**src/rtl/binary_to_excess_pkg.sv**
```systemverilog
// Shared constants and types for the binary/excess-K code converter.
package binary_to_excess_pkg;

   localparam int DEF_WIDTH  = 4;
   localparam int DEF_EXCESS = 3;
   localparam int BCD_MAX    = 9;

   typedef enum logic {
      DIR_ENCODE = 1'b0,
      DIR_DECODE = 1'b1
   } dir_e;

endpackage

```
**src/rtl/binary_to_excess_addsub.sv**
```systemverilog
// Combinational add/subtract-constant unit: a ripple chain of full-adder cells
// computing b + K (dir=0) or b - K (dir=1), with the carry/borrow as the MSB.
module excess_addsub
   import binary_to_excess_pkg::*;
#(
   parameter int WIDTH  = DEF_WIDTH,
   parameter int EXCESS = DEF_EXCESS
) (
   input  logic             dir,
   input  logic [WIDTH-1:0] b,
   output logic [WIDTH:0]   res
);

   localparam logic [WIDTH-1:0] K = WIDTH'(EXCESS);

   logic [WIDTH-1:0] k_op;
   logic [WIDTH-1:0] sum;
   logic [WIDTH:0]   carry;

   // Subtraction is b + ~K + 1, so the constant is inverted and dir is the carry-in.
   assign k_op     = K ^ {WIDTH{dir}};
   assign carry[0] = dir;

   for (genvar i = 0; i < WIDTH; i++) begin : g_fa
      assign sum[i]       = b[i] ^ k_op[i] ^ carry[i];
      assign carry[i+1]   = (b[i] & k_op[i]) | (carry[i] & (b[i] ^ k_op[i]));
   end

   // A missing carry-out on subtraction is a borrow.
   assign res = {carry[WIDTH] ^ dir, sum};

endmodule

```
**src/rtl/binary_to_excess.sv**
```systemverilog
// Registered binary <-> excess-K converter with modulo-wrap flag.
// Define BINARY_TO_EXCESS_BCD_CHECK_EN to build the BCD range checker driving bcd_err.
module binary_to_excess
   import binary_to_excess_pkg::*;
#(
   parameter int WIDTH  = DEF_WIDTH,
   parameter int EXCESS = DEF_EXCESS
) (
   input  logic             clk,
   input  logic             rst,
   input  logic             in_valid,
   input  logic             dir,
   input  logic [WIDTH-1:0] b,
   output logic             out_valid,
   output logic [WIDTH-1:0] x,
   output logic             wrap,
   output logic             bcd_err
);

   dir_e             dir_p0;
   logic [WIDTH:0]   res_p0;
   logic             vld_p1;
   logic [WIDTH-1:0] x_p1;
   logic             wrap_p1;

   assign dir_p0 = dir_e'(dir);

   excess_addsub #(
      .WIDTH  (WIDTH),
      .EXCESS (EXCESS)
   ) u_addsub (
      .dir (dir),
      .b   (b),
      .res (res_p0)
   );

   // Stage p0 -> p1: capture result; data holds while no input is accepted.
   always_ff @(posedge clk) begin
      if (rst) begin
         vld_p1  <= 1'b0;
         x_p1    <= '0;
         wrap_p1 <= 1'b0;
      end else begin
         vld_p1 <= in_valid;
         if (in_valid) begin
            x_p1    <= res_p0[WIDTH-1:0];
            wrap_p1 <= res_p0[WIDTH];
         end
      end
   end

`ifdef BINARY_TO_EXCESS_BCD_CHECK_EN
   logic [31:0] b_ext_p0;
   logic        bcd_err_p0;
   logic        bcd_err_p1;

   assign b_ext_p0 = 32'(b);

   always_comb begin
      bcd_err_p0 = 1'b0;
      if (dir_p0 == DIR_ENCODE) begin
         bcd_err_p0 = b_ext_p0 > 32'(BCD_MAX);
      end else begin
         bcd_err_p0 = (b_ext_p0 < 32'(EXCESS)) || (b_ext_p0 > 32'(BCD_MAX + EXCESS));
      end
   end

   always_ff @(posedge clk) begin
      if (rst) begin
         bcd_err_p1 <= 1'b0;
      end else if (in_valid) begin
         bcd_err_p1 <= bcd_err_p0;
      end
   end

   assign bcd_err = bcd_err_p1;
`else
   dir_e unused_dir_p0;
   assign unused_dir_p0 = dir_p0;
   assign bcd_err       = 1'b0;
`endif

   assign out_valid = vld_p1;
   assign x         = x_p1;
   assign wrap      = wrap_p1;

endmodule

```
**config.mk**
```make
export PLATFORM = sky130hd
export DESIGN_NAME = binary_to_excess
export DESIGN_NICKNAME = d
export VERILOG_FILES = /design/src/rtl/binary_to_excess_pkg.sv /design/src/rtl/binary_to_excess_addsub.sv /design/src/rtl/binary_to_excess.sv
export SDC_FILE = /design/constraint.sdc
export NUM_CORES = 1
export LEC_CHECK = 0
export ABC_AREA = 1
export ABC_CLOCK_PERIOD_IN_PS = 2800
export CORE_AREA = 2 2 39 41
export CTS_BUF_LIST = sky130_fd_sc_hd__clkbuf_4
export DETAILED_ROUTE_END_ITERATION = 6
export DIE_AREA = 0 0 41 43
export DONT_BUFFER_PORTS = 1
export HOLD_SLACK_MARGIN = 0.12
export PLACE_DENSITY_LB_ADDON = 0.1
export SLEW_MARGIN = 20
export SYNTH_ARGS = -nofsm -noshare
export SYNTH_HDL_FRONTEND = slang
export SYNTH_SLANG_ARGS = --single-unit
```
**constraint.sdc**
```tcl
create_clock -name clk -period 2.8 [get_ports clk]
set_clock_uncertainty 0.05 [all_clocks]
set_input_delay 0.56 -clock clk [delete_from_list [all_inputs] [get_ports clk]]
set_output_delay 0.56 -clock clk [all_outputs]
set_load 0.01 [all_outputs]
```
==> results.yml <==
cts:
  clock_sinks: 6
  post_cts_buffers: 0
  cts_buffers: 3
  cts_hold_buf: 0
  clkTransAtPathRegs_ps: 50
  cts_buffer_depth: 2
  cts_tree: "built"
  cts-resized-gates: 0
  root_buffer: "clkbuf_4"
  cts_max_level: 1
  worst_skew_pair.late_latency_ps: 240
floorplanning:
  die_w_um: 41
  initial_core_util_pct: 25.9
  io_pins: 15
  die_h_um: 43
  rows: 14
  die_area_mm2: 0.00176
  core-area_mm2: 0.00138
critical_path:
  worstSetupStartpointType: "input port"
  cpLargestDelayFamily: "adder cells"
  path_common_cell: "fa_1"
  slowest_stage: "fa_1"
  cp_max_fo: 6
  arrival_ps: 2460
  cp-end-kind: "register"
  critPathBufInv: 1
  crit_path_max_incr_delay_ps: 490
  crit_type: "in2reg"
  crit_required_ps: 2920
  crit_chain: "inv_1 > ha_1 > or2_1 > fa_1 > fa_1 > fa_1 > nand2_1 > a21oi_1"
cells_and_area:
  nNetsFinal: 59
  nFillCells: 154
  areaGrowthSynthToFinish_pct: 6.62
  post_route_cells_drive_above_1_share_pct: 15.9
  finalNonFillerCells: 60
  fin_util_pct: 27.7
  antenna_cells: 0
global_routing:
  overflow: 0
  grt_first_pass_wirelength_um: 993
  grt_pass1_vias: 296
  grt_max_degree: 9
  groute.usage.overall_pct: 8.77
  antenna_found_initial: 0
logic_synthesis:
  syn_area_um2: 359
  yosys-top-cells-area: "dfxtp_1 (33%), fa_1 (17%), nand2_1 (13%)"
  synthArstFlopShare_pct: 0
  syn_nets: 56
  syn_inst: 43
  syn_avg_cell_area_um2: 8.35
  ys_types: 15
  synth_common_cells: "nand2_1 (12), dfxtp_1 (6), inv_1 (5)"
  yosysTopAreaCell: "dfxtp_1"
  yosys_warnings: 0
  synth_top_area_share_pct: 33.4
  ys_seq_elements: 6
  yosysSeqAreaShare_pct: 33.4
  synth_top_flop_cell: "dfxtp_1"
  synth.most_common_cell: "nand2_1"
  synth_edf_count: 0
power:
  p_seq_share_pct: 48.9
  switching_share_pct: 25.3
  p_int_w: 0.000156
  p_per_area_mw_per_mm2: 544
  p_comb_share_pct: 13.9
  p_leak_nw: 0.185
  vdd_drop_max_mv: 0.307
  switchingPower_w: 0.0000526
  clkPwrFrac_pct: 37.2
timing:
  fin_tns_setup_ps: 0
  rsz0062_at_grt: "false"
  max_freq_mhz: 428
  fin_crit_sh_pct: 83.4
  fin_ws_ps: 466
  slew_violations: 0
  final_hold_viol_count: 0
  finalSetupViolCount: 0
  post-route-min-period_ps: 2330
routing:
  ant_nets: 0
  drtPass1Iterations: 4
  route.detailed.drc: 0
  vias: 252
  drt-total-wl_um: 609
  wl_per_cell_um: 10.2
  viasPerCell: 4.20
  initialDrtViolationCount: 2
placed_design:
  io_buffers: 0
  place_hpwl_um: 506
  place_inst: 57
  place.gp.congestion: 0.651
  post-place-ws_ps: 199
status:
  outcome: "completed"
flow_run:
  max-cap-violations: 0
worst_hold_path:
  min_path_type: "in2reg"
==> cell type report <==
class / count / area [um^2] / share of cell area [%]
Inverter: 6 / 23.8 / 6.21
Clock buffer: 3 / 22.5 / 5.88
Sequential cell: 6 / 120 / 31.4
Tap cell: 16 / 20.0 / 5.23
Multi-Input combinational cell: 29 / 196 / 51.3
==> flip-flops by register name (all words and copies together), names as in the netlist <==
signal / cells
x: 4
out_valid: 1
wrap: 1
==> logic make-up after synthesis <==
logic type / Yosys count / synth area share, %
buffers and inverters: 8 / 11.8
adders and majority gates: 5 / 23.7
AOI/OAI and AO/OA: 3 / 4.18
and+or+nand+nor: 20 / 25.8
DFF: 6 / 33.5
other: 1 / 1.04
==> metrics by stage <==
step                      total power (W)  hold slack, ps  cell area (um^2)
after floorplan                  0.000131             427               359
final                            0.000208             335               383
after global routing             0.000226             318               383
after detailed placement         0.000134             452               360
after CTS                        0.000214             328               383
after global placement           0.000132             446               360
==> power by group through the flow <==
stage	Sequential, W	Clock [W]	Combinational, W
6_report	0.000102	0.0000774	0.0000290
3_5_place_dp	0.000103	0	0.0000301
5_1_grt	0.000103	0.0000868	0.0000364
3_3_place_gp	0.000103	0	0.0000292
4_1_cts	0.000102	0.0000818	0.0000302
2_1_floorplan	0.000102	0	0.0000291
==> worst paths after layout <==
path | end | depth (start not counted) | slack, ps | start
min reg2reg | x[2] | 2 | 450 | x[2]
min | x[3] | 1 | 330 | rst
max | x[3] | 8 | 470 | dir
max reg2reg | x[0] | 4 | 2060 | x[0]
==> cells in the final DEF, fill, tap and decap left out, types with 2 or more instances in the layout <==
master,instances
a21oi_1,3
clkbuf_4,3
dfxtp_1,6
fa_1,3
ha_1,2
inv_1,5
nand2_1,12
nand3_1,2
nor2_1,2
nor2_2,2
==> layer usage <==
| metal | track usage, % | vias to the layer above | part of all wire, % |
|---|---|---|---|
| met5 | 0 | - | 0 |
| met4 | 4.00 | 0 | 0 |
| met3 | 7.33 | 0 | 12 |
| met2 | 14.1 | 11 | 49 |
| met1 | 7.17 | 113 | 39 |
| li1 | - | 128 | - |
Note: power is estimated with default switching activity, not from simulation.
